===== config.mk =====
export PLATFORM = sky130hd
export DESIGN_NAME = ula_display_driver_flat
export DESIGN_NICKNAME = d
export VERILOG_FILES = /design/src/rtl/ula_display_driver_if.sv /design/src/rtl/ula_display_driver.sv /design/src/flat_wrapper.sv
export SDC_FILE = /design/constraint.sdc
export NUM_CORES = 1
export LEC_CHECK = 0
export ABC_CLOCK_PERIOD_IN_PS = 2200
export CORE_MARGIN = 1
export CORE_UTILIZATION = 30
export DETAILED_ROUTE_END_ITERATION = 8
export GPL_TIMING_DRIVEN = 1
export PLACE_DENSITY = 0.52
export SYNTH_ARGS = -nofsm -noshare
export SYNTH_HDL_FRONTEND = slang
export SYNTH_SLANG_ARGS = --single-unit
export TNS_END_PERCENT = 100

===== constraint.sdc =====
create_clock -name clk -period 2.2 [get_ports clk]
set_input_delay 0.66 -clock clk [delete_from_list [all_inputs] [get_ports clk]]
set_output_delay 0.66 -clock clk [all_outputs]
set_load 0.01 [all_outputs]

===== src/rtl/ula_display_driver_if.sv =====
// Bundle between the ALU result source and the display driver.
// The master drives the result; the slave owns busy and the display lines.
interface ula_display_driver_if;
    localparam int unsigned RES_W = 6;
    localparam int unsigned AN_W  = 3;
    localparam int unsigned SEG_W = 7;

    logic [RES_W-1:0] result;
    logic             led_neg;
    logic             led_overflow;
    logic             busy;
    logic [AN_W-1:0]  an;
    logic [SEG_W-1:0] seg;

    modport master (
        output result, led_neg, led_overflow,
        input  busy, an, seg
    );

    modport slave (
        input  result, led_neg, led_overflow,
        output busy, an, seg
    );
endinterface


===== src/rtl/ula_display_driver.sv =====
// Sistema_ULA display stage: change-triggered sequential double-dabble conversion
// feeding a multiplexed, active-low 3-digit 7-segment display.
module ula_display_driver #(
    parameter int unsigned REFRESH_DIV = 50000
) (
    input logic                 clk,
    input logic                 reset,
    ula_display_driver_if.slave bus
);
    localparam int unsigned RES_W      = 6;
    localparam int unsigned BCD_W      = 4;
    localparam int unsigned SEG_W      = 7;
    localparam int unsigned AN_W       = 3;
    localparam int unsigned IDX_W      = 2;
    localparam int unsigned ITER_W     = 3;
    localparam int unsigned DD_W       = 2 * BCD_W + RES_W;
    localparam int unsigned CNT_W      = $clog2(REFRESH_DIV);
    localparam int unsigned CONV_STEPS = RES_W;

    localparam logic [SEG_W-1:0] SEG_BLANK = 7'b1111111;
    localparam logic [SEG_W-1:0] SEG_DASH  = 7'b0111111;
    localparam logic [SEG_W-1:0] SEG_E     = 7'b0000110;
    localparam logic [SEG_W-1:0] SEG_R     = 7'b0101111;

    typedef enum logic [1:0] {
        IDLE,
        CONV,
        LATCH
    } state_t;

    state_t              state;
    state_t              state_next;
    logic                capture;
    logic                latch;

    logic [RES_W-1:0]    snap_result;
    logic                snap_neg;
    logic                snap_ovf;
    logic                snap_valid;
    logic                changed;

    logic [ITER_W-1:0]   iter;
    logic [RES_W-1:0]    mag;
    logic [RES_W-1:0]    mag_in;
    logic [BCD_W-1:0]    bcd_t;
    logic [BCD_W-1:0]    bcd_u;
    logic [BCD_W-1:0]    t_adj;
    logic [BCD_W-1:0]    u_adj;
    logic [DD_W-1:0]     dd_next;

    logic [SEG_W-1:0]    dig_s;
    logic [SEG_W-1:0]    dig_t;
    logic [SEG_W-1:0]    dig_u;
    logic [SEG_W-1:0]    sign_n;
    logic [SEG_W-1:0]    tens_n;
    logic [SEG_W-1:0]    units_n;

    logic [CNT_W-1:0]    cnt;
    logic [IDX_W-1:0]    idx;
    logic [SEG_W-1:0]    sel_seg;
    logic                busy_q;
    logic [AN_W-1:0]     an_q;
    logic [SEG_W-1:0]    seg_q;

    function automatic logic [SEG_W-1:0] digit_seg(input logic [BCD_W-1:0] d);
        case (d)
            4'd0:    digit_seg = 7'b1000000;
            4'd1:    digit_seg = 7'b1111001;
            4'd2:    digit_seg = 7'b0100100;
            4'd3:    digit_seg = 7'b0110000;
            4'd4:    digit_seg = 7'b0011001;
            4'd5:    digit_seg = 7'b0010010;
            4'd6:    digit_seg = 7'b0000010;
            4'd7:    digit_seg = 7'b1111000;
            4'd8:    digit_seg = 7'b0000000;
            4'd9:    digit_seg = 7'b0010000;
            default: digit_seg = SEG_BLANK;
        endcase
    endfunction

    // Snapshot comparison makes conversions happen only on a real input change
    assign changed = !snap_valid
                   || ({bus.result, bus.led_neg, bus.led_overflow}
                       != {snap_result, snap_neg, snap_ovf});
    assign mag_in  = bus.led_neg ? RES_W'(~bus.result + RES_W'(1)) : bus.result;

    always_ff @(posedge clk or negedge reset) begin
        if (!reset) begin
            state <= IDLE;
        end else begin
            state <= state_next;
        end
    end

    always_comb begin
        state_next = state;
        capture    = 1'b0;
        latch      = 1'b0;
        unique case (state)
            IDLE: begin
                if (changed) begin
                    capture    = 1'b1;
                    state_next = CONV;
                end
            end
            CONV: begin
                if (iter == ITER_W'(CONV_STEPS - 1)) begin
                    state_next = LATCH;
                end
            end
            LATCH: begin
                latch      = 1'b1;
                state_next = IDLE;
            end
            default: state_next = IDLE;
        endcase
    end

    // One double-dabble iteration: add-3 correction then shift
    always_comb begin
        t_adj = bcd_t;
        u_adj = bcd_u;
        if (bcd_t >= BCD_W'(5)) t_adj = bcd_t + BCD_W'(3);
        if (bcd_u >= BCD_W'(5)) u_adj = bcd_u + BCD_W'(3);
        dd_next = {t_adj, u_adj, mag} << 1;
    end

    // Digit contents to hold next; only LATCH changes them
    always_comb begin
        sign_n  = dig_s;
        tens_n  = dig_t;
        units_n = dig_u;
        if (latch) begin
            if (snap_ovf) begin
                sign_n  = SEG_E;
                tens_n  = SEG_R;
                units_n = SEG_R;
            end else begin
                sign_n  = snap_neg ? SEG_DASH : SEG_BLANK;
                tens_n  = (bcd_t == BCD_W'(0)) ? SEG_BLANK : digit_seg(bcd_t);
                units_n = digit_seg(bcd_u);
            end
        end
    end

    always_comb begin
        sel_seg = SEG_BLANK;
        case (idx)
            IDX_W'(0): sel_seg = units_n;
            IDX_W'(1): sel_seg = tens_n;
            IDX_W'(2): sel_seg = sign_n;
            default:   sel_seg = SEG_BLANK;
        endcase
    end

    always_ff @(posedge clk or negedge reset) begin
        if (!reset) begin
            snap_result <= '0;
            snap_neg    <= 1'b0;
            snap_ovf    <= 1'b0;
            snap_valid  <= 1'b0;
            busy_q      <= 1'b0;
            iter        <= '0;
            mag         <= '0;
            bcd_t       <= '0;
            bcd_u       <= '0;
            dig_s       <= SEG_BLANK;
            dig_t       <= SEG_BLANK;
            dig_u       <= SEG_BLANK;
        end else begin
            if (capture) begin
                snap_result <= bus.result;
                snap_neg    <= bus.led_neg;
                snap_ovf    <= bus.led_overflow;
                snap_valid  <= 1'b1;
                busy_q      <= 1'b1;
                iter        <= '0;
                mag         <= mag_in;
                bcd_t       <= '0;
                bcd_u       <= '0;
            end else if (state == CONV) begin
                {bcd_t, bcd_u, mag} <= dd_next;
                iter                <= iter + ITER_W'(1);
            end
            if (latch) busy_q <= 1'b0;
            dig_s <= sign_n;
            dig_t <= tens_n;
            dig_u <= units_n;
        end
    end

    // Refresh scan: an and seg leave the same register stage together
    always_ff @(posedge clk or negedge reset) begin
        if (!reset) begin
            cnt   <= '0;
            idx   <= '0;
            an_q  <= '1;
            seg_q <= SEG_BLANK;
        end else begin
            if (cnt == CNT_W'(REFRESH_DIV - 1)) begin
                cnt <= '0;
                idx <= (idx == IDX_W'(2)) ? IDX_W'(0) : idx + IDX_W'(1);
            end else begin
                cnt <= cnt + CNT_W'(1);
            end
            an_q  <= ~(AN_W'(1) << idx);
            seg_q <= sel_seg;
        end
    end

    assign bus.busy = busy_q;
    assign bus.an   = an_q;
    assign bus.seg  = seg_q;
endmodule


===== src/flat_wrapper.sv =====
// flat-port wrapper written by rule: the top's interface ports become plain ports
module ula_display_driver_flat 
#(
    parameter int unsigned REFRESH_DIV = 50000
)
  (clk, reset, bus_result, bus_led_neg, bus_led_overflow, bus_busy, bus_an, bus_seg);
  ula_display_driver_if bus_i ();
  input logic clk;
  input logic reset;
  input wire logic [$bits(bus_i.result)-1:0] bus_result;
  input wire logic [$bits(bus_i.led_neg)-1:0] bus_led_neg;
  input wire logic [$bits(bus_i.led_overflow)-1:0] bus_led_overflow;
  output wire logic [$bits(bus_i.busy)-1:0] bus_busy;
  output wire logic [$bits(bus_i.an)-1:0] bus_an;
  output wire logic [$bits(bus_i.seg)-1:0] bus_seg;
  assign bus_i.result = bus_result;
  assign bus_i.led_neg = bus_led_neg;
  assign bus_i.led_overflow = bus_led_overflow;
  assign bus_busy = bus_i.busy;
  assign bus_an = bus_i.an;
  assign bus_seg = bus_i.seg;
  ula_display_driver #(.REFRESH_DIV(REFRESH_DIV)) u_core (.clk(clk), .reset(reset), .bus(bus_i));
endmodule

---- Word-level counts from Yosys, hierarchy flattened ----
Memories as Yosys holds them, arrays and structs flattened.
Cells that the tools add are included.
word-level totals
  ROM bits ................................ 224
  memories kept ........................... 2
  flip-flop bits (word level) ............. 78
  output and inout bits ................... 11
operators by class
  order comparisons ....................... 2
  equal/unequal tests ..................... 9
  multiplexer cells ....................... 30
  shifts and indexed selects .............. 1
  $add $sub $neg .......................... 6
  bitwise operators ....................... 2
  reductions and logical operators ........ 8
memories
  name              depth  width  rd ports  clocked after memory_dff  wr ports  RTL line                  text
  (name not given)  16     7      1         0                         0         ula_display_driver.sv:66  case (d)
  (name not given)  16     7      1         0                         0         ula_display_driver.sv:66
operators with widths
  kind                                                                                  number
  7-bit two-way mux                                                                     8
  7-bit case mux with 3 select lines                                                    1
  4-bit two-way mux                                                                     5
  6-bit two-way mux                                                                     3
  16-bit by 1-bit adder with 16-bit output (second input constant)                      1
  16-bit equality test (second input constant)                                          1
  16-bit two-way mux                                                                    1
  3-bit two-way mux                                                                     3
  4-bit by 3-bit greater-or-equal comparator with 1-bit output (second input constant)  2
  8-bit inequality test                                                                 1
  6-bit by 1-bit adder with 6-bit output (second input constant)                        1
  2-bit two-way mux                                                                     3
  6-bit NOT                                                                             1
  1-bit two-way mux                                                                     5
  4-bit by 2-bit adder with 4-bit output (second input constant)                        1
  2-bit by 1-bit equality test with 1-bit output (second input constant)                2
  2-bit equality test (second input constant)                                           2
  2-bit logical NOT                                                                     2
  4-bit logical NOT                                                                     1
  2-bit by 1-bit inequality test with 1-bit output (second input constant)              2
  2-bit case mux with 2 select lines                                                    1
  2-bit nonzero test                                                                    2
  3-bit by 1-bit adder with 3-bit output (second input constant)                        1
  3-bit by 2-bit adder with 3-bit output (second input constant)                        1
  7 further kinds                                                                       7

---- Depth between registers and ports, before layout ----
Gate-level depths: netlist (run 1).
  depth after elaboration ................. 6
  gate-level depth with buffers ........... 8
  gate-level depth less buffers ........... 7

---- Least setup slack after synthesis (run 1) ----
OpenSTA, ideal clock, no wires.
  path type ............................... input to register
  start point ............................. input bus_result[1]
  end point ............................... register u_core.mag[1]
  slack ................................... 0.395 ns
  arrival time ............................ 1.679 ns
  stages .................................. 5
  path buffers ............................ 0
  cell sequence ........................... xnor2_1 -> nand3_1 -> or3_1 -> and3_1 -> a221o_1
between the ends
  cells in the longest elaborated chain, start to end .. 5
  elaborated cells between the ends (all ways) .. 9
  those cells by class .................... 1 x add/sub; 1 x eq/ne; 4 x mux; 1 x bitwise; 2 x reduce/logical
RTL lines
  what                                                                            RTL line                   text
  start, declared                                                                 flat_wrapper.sv:10         input wire logic [$bits(bus_i.result)-1:0] bus_result;
  branches (longest 5 deep; another with 6-bit by 1-bit adder with 6-bit output)  n/a
  end signal, assigned                                                            ula_display_driver.sv:178  mag <= mag_in;
  end signal, assigned                                                            ula_display_driver.sv:182  {bcd_t, bcd_u, mag} <= dd_next;
  end, declared                                                                   ula_display_driver.sv:43   logic [RES_W-1:0] mag;
Several ways; the timed one is not identified.
A chain may end at the register's enable or synchronous reset.

---- Final worst setup path (run 1) ----
  start point ............................. register u_core.bcd_t[1]
  end point ............................... register u_core.seg_q[5], in the netlist u_core.bus.seg[5]
between the ends
  cells in the longest elaborated chain, start to end .. 5
  elaborated cells between the ends (all ways) .. 6
  those cells by class .................... 4 x mux; 1 x reduce/logical; 1 x memory
RTL lines
  what                                                         RTL line                   text
  start, declared                                              ula_display_driver.sv:45   logic [BCD_W-1:0] bcd_t;
  start signal, assigned                                       ula_display_driver.sv:182
  memory read 16 x 7 bit or 4-bit logical NOT (tied branches)  n/a
  7-bit two-way mux *                                          ula_display_driver.sv:140  tens_n = (bcd_t == BCD_W'(0)) ? SEG_BLANK : digit_seg(bcd_t);
  7-bit two-way mux *                                          ula_display_driver.sv:134  if (snap_ovf) begin
  7-bit two-way mux *                                          ula_display_driver.sv:133  if (latch) begin
  via u_core.tens_n[5]                                         ula_display_driver.sv:55   logic [SEG_W-1:0] tens_n;
  7-bit case mux with 3 select lines *                         ula_display_driver.sv:148  case (idx)
  via u_core.sel_seg[5]                                        ula_display_driver.sv:60   logic [SEG_W-1:0] sel_seg;
  end signal, assigned                                         ula_display_driver.sv:207  seg_q <= sel_seg;
  end, declared                                                ula_display_driver.sv:63   logic [SEG_W-1:0] seg_q;
The timed path passes the listed nets; every way through them passes the cells marked *.

==> results.tsv, run 1 <==
metric	value	unit
Post-Synth Simple-Gate Area	0.159	
Area Overhead vs Synth	22.3	%
Setup crit start kind	flip-flop	
Remaining Overflow, GRT	0	
RSZ-0062 raised after global routing	false	
PwrDens	1280	mW/mm2
# setup viols final	0	
post-DP HPWL	5820	um
fmax	0.486	GHz
WP data arrival	2340	ps
Crit Path Class	flip-flop to flip-flop	
Synth Area in Adders	0.0542	
Clock Sinks	78	
cell area after layout	0.00480	mm2
Syn Inst Count	382	
cell row count	41	
Max Slew Vio Count	0	
VDD IR max	591	uV
Chip Width	116	um
vias per cell	4.65	
fraction of layout cells with a size suffix above 1	0.224	
Final Hold Fails	0	
most frequent cells in the layout	dfrtp_1, nor2_1, nand2_1	
sequential area share after synthesis	0.507	
DR vias	2796	
Routability Congestion	0.786	
Core Area	0.0127	mm2
Starting Density	0.310	
Worst-path clk slew	60	ps
Crit. End Element	flip-flop	
Iteration-0 DRC Markers	104	
Root Buffer	clkbuf_16	
mux share of post-synthesis cell area	0.0434	
crit share post-route	0.935	
vias in the first global route	2794	
Slew @ Worst Pin	615	ps
largest family of logic cells by synthesized area	simple AND/OR/NAND/NOR gates	
Synth Area in XOR/XNOR	0.0625	
Tmin final	2060	ps
max-cap viol count	0	
worst reg2reg path depth	7	
Num CTS Buffers	9	
cts hold-fix bufs	0	
post-synthesis compound-gate area fraction	0.138	
Worst Path Max Fanout	6	
Layout Utilization	0.379	
post-CTS setup buffers	0	
CTS H-tree depth	3	
Hold WC Path Type	input pin to async pin	
nets@finish	451	
CP required	2480	ps
gr usage total	0.137	
outcome	completed	
I/O pin count	21	
post-synthesis cell area	0.00392	mm2
Synth Area per Inst	10.3	um2
die area	0.0135	mm2
Layout Skew	8.63	ps
maximum clock path buffer count	2	
post-synthesis net count	409	
final WL	8110	um
most common cell after layout, fill and taps aside	dfrtp_1	
TritonCTS clock tree	built	
ys async rst share	1.00	
Antenna diodes	0	
LEAKAGE	0.00206	uW
antenna violations before repair	0	
total negative slack	0	ps
Port Buf Inserts	20	
detailed-router iteration count before antenna repair	4	
Routed Antenna Nets	0	
most common flop cell mapped by yosys	dfrtp_1	
Post-synth EDFFs	0	
Post-DP Area	0.00448	mm2
first-pass GRT wire length	14000	um
Multi-input gate area	0.00180	mm2
DR WL/cell	13.5	um
synth warn	0	
Slew HR	0.586	
clk_lat worst skew	350	ps
Reg area	0.00199	mm2
Filler cells	1259	
drt drc	0	
synthesis-stage register bit count	78	
Cell variety after synth	49	
largest net degree at the start of global routing	38	
Die Y-Extent	116	um
## Yosys cell counts, drive strengths merged, types with 2 or more instances
master / instances / area share
dfrtp: 47 / 0.30
o21a: 5 / 0.0096
nand3: 9 / 0.011
nor4: 2 / 0.0032
nand4: 3 / 0.0048
or3: 3 / 0.0048
a211oi: 7 / 0.013
clkbuf: 8 / 0.0077
nor2b: 5 / 0.0080
a21o: 7 / 0.013
o31ai: 4 / 0.0077
or2: 3 / 0.0048
and2b: 2 / 0.0045
o221a: 2 / 0.0057
nand2b: 9 / 0.014
nor2: 41 / 0.039
mux2i: 8 / 0.020
nor3b: 2 / 0.0038
ha: 17 / 0.054
xnor2: 19 / 0.042
dfstp: 31 / 0.21
o22ai: 2 / 0.0032
inv: 15 / 0.014
xor2: 9 / 0.020
mux2: 8 / 0.023
o21ai: 20 / 0.026
and3: 5 / 0.0083
a22o: 4 / 0.0089
a21oi: 13 / 0.017
nor3: 9 / 0.011
o22a: 3 / 0.0067
a31oi: 5 / 0.0080
nand2: 34 / 0.033
buf: 9 / 0.013
## area by class of cell
| class | instances | share of cell area |
|---|---|---|
| multi-input combinational | 272 | 0.374 |
| timing repair buffer | 48 | 0.0876 |
| sequential | 78 | 0.415 |
| clock inverter | 4 | 0.00626 |
| inverter | 15 | 0.0117 |
| clock buffer | 12 | 0.0603 |
| tap | 172 | 0.0449 |
## path summary, 6_finish.rpt
| kind | slack (ps) | from | endpoint |
|---|---|---|---|
| hold reg to reg | 470 | u_core.dig_u[5] | u_core.dig_u[5] |
| setup reg to reg | 140 | u_core.bcd_t[1] | u_core.bus.seg[5] |
| setup / recovery | 140 | u_core.bcd_t[1] | u_core.bus.seg[5] |
| min in group clk | 470 | u_core.dig_u[5] | u_core.dig_u[5] |
| max in group asynchronous | 1350 | reset | u_core.dig_s[6] |
| hold / removal | 220 | reset | u_core.cnt[1] |
## sequential cells by signal, indices dropped and copies added, names as in the netlist
| register | cells |
|---|---|
| u_core.mag | 6 |
| u_core.bcd_u | 4 |
| u_core.bus.seg | 7 |
| u_core.cnt | 16 |
| u_core.dig_u | 7 |
| u_core.bus.busy | 1 |
| u_core.bus.an | 3 |
| u_core.idx | 2 |
| u_core.iter | 3 |
| u_core.snap_ovf | 1 |
| u_core.dig_s | 7 |
| u_core.bcd_t | 4 |
| u_core.snap_neg | 1 |
| u_core.snap_result | 6 |
| u_core.dig_t | 7 |
| u_core.snap_valid | 1 |
| u_core.state | 2 |
## power by group
group | total, uW | internal (uW) | leakage [uW] | switching [uW]
logic | 2210 | 1080 | 0.000978 | 1130
registers | 2350 | 2040 | 0.000917 | 314
clock network | 1570 | 942 | 0.000161 | 631
## cell families (layout without fill, tap and decap cells)
| logic type | count (synthesis) | after routing |
|---|---|---|
| buffers and inverters | 32 | 79 |
| adders and majority gates | 17 | 17 |
| xor gates and xnor gates | 28 | 28 |
| and+or+nand+nor | 131 | 131 |
| AOI/OAI and AO/OA | 80 | 80 |
| DFF | 78 | 78 |
| muxes | 16 | 16 |
## metrics by stage
step | instances | setup WS [ps] | power (uW) | hold slack [ps]
after global routing | 601 | 25.7 | 6580 | 231
after floorplan | 382 | 395 | 3840 | 364
after CTS | 601 | 25.5 | 6200 | 218
final | 601 | 143 | 6140 | 218
after detailed placement | 585 | -161 | 4600 | 453
after global placement | 585 | -123 | 4560 | 454
## layer usage
metal  routed length (um)  part of all wire  track usage  vias up
met5                    0                 0            0        -
met4                  100             0.012       0.0436        0
met3                  285             0.035       0.0467        8
met2                 3610              0.45        0.207       33
met1                 4110              0.51        0.183     1360
li1                     -                 -            -     1395
## what timing repair did
item,4_1_cts,5_1_grt
endpoints found under the setup margin,0,1
hold endpoints to repair,0,0
gates resized for setup,0,1
## critical path, stage by stage (launching register included)
cell and delay [ps]:
dfrtp_1 450, inv_1 110, ha_1 200, o21a_1 170
a2111oi_1 510, buf_4 190, o21ai_0 100, o221a_2 260
Power figures use the tool's default switching activity.
==> inputs of run 2 (changes only) <==
--- a/config.mk
+++ b/config.mk
@@ -8,6 +8,7 @@
 export ABC_CLOCK_PERIOD_IN_PS = 2200
 export CORE_MARGIN = 1
 export CORE_UTILIZATION = 30
+export CTS_CLUSTER_DIAMETER = 200
 export DETAILED_ROUTE_END_ITERATION = 8
 export GPL_TIMING_DRIVEN = 1
 export PLACE_DENSITY = 0.52
==> results of run 2 <==
Final layout, timing and power as in run 1 (identical DEF).
==> inputs of run 3 (changes only) <==
--- a/config.mk
+++ b/config.mk
@@ -5,13 +5,13 @@
 export SDC_FILE = /design/constraint.sdc
 export NUM_CORES = 1
 export LEC_CHECK = 0
-export ABC_CLOCK_PERIOD_IN_PS = 2200
+export ABC_CLOCK_PERIOD_IN_PS = 2000
 export CORE_MARGIN = 1
-export CORE_UTILIZATION = 30
+export CORE_UTILIZATION = 60
 export CTS_CLUSTER_DIAMETER = 200
 export DETAILED_ROUTE_END_ITERATION = 8
 export GPL_TIMING_DRIVEN = 1
-export PLACE_DENSITY = 0.52
+export PLACE_DENSITY = 0.86
 export SYNTH_ARGS = -nofsm -noshare
 export SYNTH_HDL_FRONTEND = slang
 export SYNTH_SLANG_ARGS = --single-unit
==> constraint.sdc (replaced) <==
create_clock -name clk -period 2 [get_ports clk]
set_input_delay 0.6 -clock clk [delete_from_list [all_inputs] [get_ports clk]]
set_output_delay 0.6 -clock clk [all_outputs]
set_load 0.01 [all_outputs]
==> results.tsv, run 3 (synthesis gave the netlist of run 1 again) <==
metric	value	unit	change
Worst Path Max Fanout	5		was 6
Setup crit start kind	flip-flop		unchanged
Slew HR	0.574		was 0.586
largest net degree at the start of global routing	34		was 38
Worst-path clk slew	80	ps	was 60 ps
gr usage total	0.257		was 0.137
outcome	completed		unchanged
Filler cells	425		was 1,259
Crit Path Class	flip-flop to flip-flop		unchanged
max-cap viol count	0		unchanged
Die Y-Extent	82.9	um	was 116 um
fmax	0.514	GHz	was 0.486 GHz
maximum clock path buffer count	2		unchanged
LEAKAGE	0.00211	uW	was 0.00206 uW
Core Area	0.00631	mm2	was 0.0127 mm2
CP dominant cell by count	buf_4		
TritonCTS clock tree	built		unchanged
met3 GRT Util	0.0666		was 0.0467
Tmin final	1950	ps	was 2060 ps
total negative slack	0	ps	unchanged
Crit. End Element	flip-flop		unchanged
Chip Width	82.9	um	was 116 um
final WL	8090	um	was 8110 um
most frequent cells in the layout	dfrtp_1, nor2_1, buf_4		was dfrtp_1, nor2_1, nand2_1
Layout Utilization	0.745		was 0.379
PwrDens	1380	mW/mm2	was 1280 mW/mm2
most common cell after layout, fill and taps aside	dfrtp_1		unchanged
CTS H-tree depth	3		unchanged
crit share post-route	0.973		was 0.935
vias in the first global route	3010		was 2,794
cell row count	29		was 41
DR vias	2958		was 2,796
antenna violations before repair	0		unchanged
Top reg by flops	u_core.cnt		unchanged
dpl ws	-360	ps	was -161 ps
Port Buf Inserts	20		unchanged
Final Hold Fails	0		unchanged
final worst setup slack	54.5	ps	was 143 ps
RSZ-0062 raised after global routing	true		was false
Clock Sinks	78		unchanged
GRT met1 Usage	0.337		was 0.183
Remaining Overflow, GRT	0		unchanged
drt drc	0		unchanged
Hold WC Path Type	input pin to async pin		unchanged
Largest register FFs	16		unchanged
CP max stage delay	450	ps	was 510 ps
Routability Congestion	0.822		was 0.786
Max Slew Vio Count	0		unchanged
WP data arrival	2220	ps	was 2340 ps
first-pass GRT wire length	14000	um	about the same
Area Overhead vs Synth	19.9	%	was 22.3%
Antenna diodes	0		unchanged
Max stage delay cell, worst path	dfrtp_2		was a2111oi_1
die area	0.00686	mm2	was 0.0135 mm2
Starting Density	0.621		was 0.310
Routed Antenna Nets	0		unchanged
clk_lat worst skew	350	ps	about the same
vias per cell	5.75		was 4.65
Critical Path, Cell by Cell	buf_4 -> nand2b_1 -> o21a_1 -> a2111oi_2 -> buf_4 -> o21ai_0 -> o221a_2		was inv_1 -> ha_1 -> o21a_1 -> a2111oi_1 -> buf_4 -> o21ai_0 -> o221a_2
Root Buffer	clkbuf_8		was clkbuf_16
VDD IR max	1030	uV	was 591 uV
nets@finish	460		was 451
# setup viols final	0		unchanged
Layout Skew	9.14	ps	was 8.63 ps
detailed-router iteration count before antenna repair	4		unchanged
Num CTS Buffers	9		unchanged
Slew @ Worst Pin	633	ps	was 615 ps
M2 GR Usage	0.409		was 0.207
post-DP HPWL	5690	um	was 5820 um
fraction of layout cells with a size suffix above 1	0.256		was 0.224
Iteration-0 DRC Markers	197		was 104
I/O pin count	21		unchanged
Top Usage Layer GRT	met2		unchanged
DR WL/cell	15.7	um	was 13.5 um
CP required	2280	ps	was 2480 ps
[run 3: timing repair]
action,in CTS,in global routing
gates resized for setup,9,15
hold buffers,0,0
setup buffers,0,4
setup endpoints to repair,8,17
pin swaps,0,2
endpoints found under the hold margin,0,0
[run 3: worst max-delay path, delay by kind of cell, from the launching register on]
family,cells,cell delay (ps)
AO/OA/AOI/OAI,4,910
AND/OR/NAND/NOR,1,180
buffers and inverters,2,320
flip-flops,1,450
[run 3: metal layers]
metal / wire [um] / up-vias
met3: 316 / 14
met5: 0 / -
met4: 122 / 0
li1: - / 1424
met1: 3620 / 1436
met2: 4030 / 84
[run 3: cell type report]
type,instances,area [um2],area share
clock buffer,13,191,0.0407
clock inverter,2,35.0,0.00745
timing repair buffer,57,508,0.108
tap,77,96.3,0.0205
sequential,78,1990,0.423
inverter,15,56.3,0.0120
multi-input combinational,272,1830,0.388
[run 3: path summary, 6_finish.rpt]
kind                                  from           endpoint  slack (ps)  depth (start not counted)
setup / recovery           u_core.bcd_t[1]  u_core.bus.seg[5]          50                          7
hold / removal                       reset      u_core.cnt[3]         190                          1
setup reg to reg           u_core.bcd_t[1]  u_core.bus.seg[5]          50                          7
hold reg to reg            u_core.dig_u[5]    u_core.dig_u[5]         470                          2
max in group asynchronous            reset      u_core.cnt[0]        1230                          2
min in group clk           u_core.dig_u[5]    u_core.dig_u[5]         470                          2
[run 3: report_power, final]
group / internal, uW / switching (uW)
Clock: 754 / 547
Combinational: 1270 / 1360
Sequential: 2240 / 345
Total: 4260 / 2250
[run 3: through the flow]
stage	power, uW	std cells	instance area, um2	hold slack (ps)
global placement	4970	495	4410	461
CTS	6410	510	4630	183
finish	6510	514	4700	190
global route	6960	514	4700	207
floorplan	4220	382	3920	304
detailed placement	5100	495	4410	452
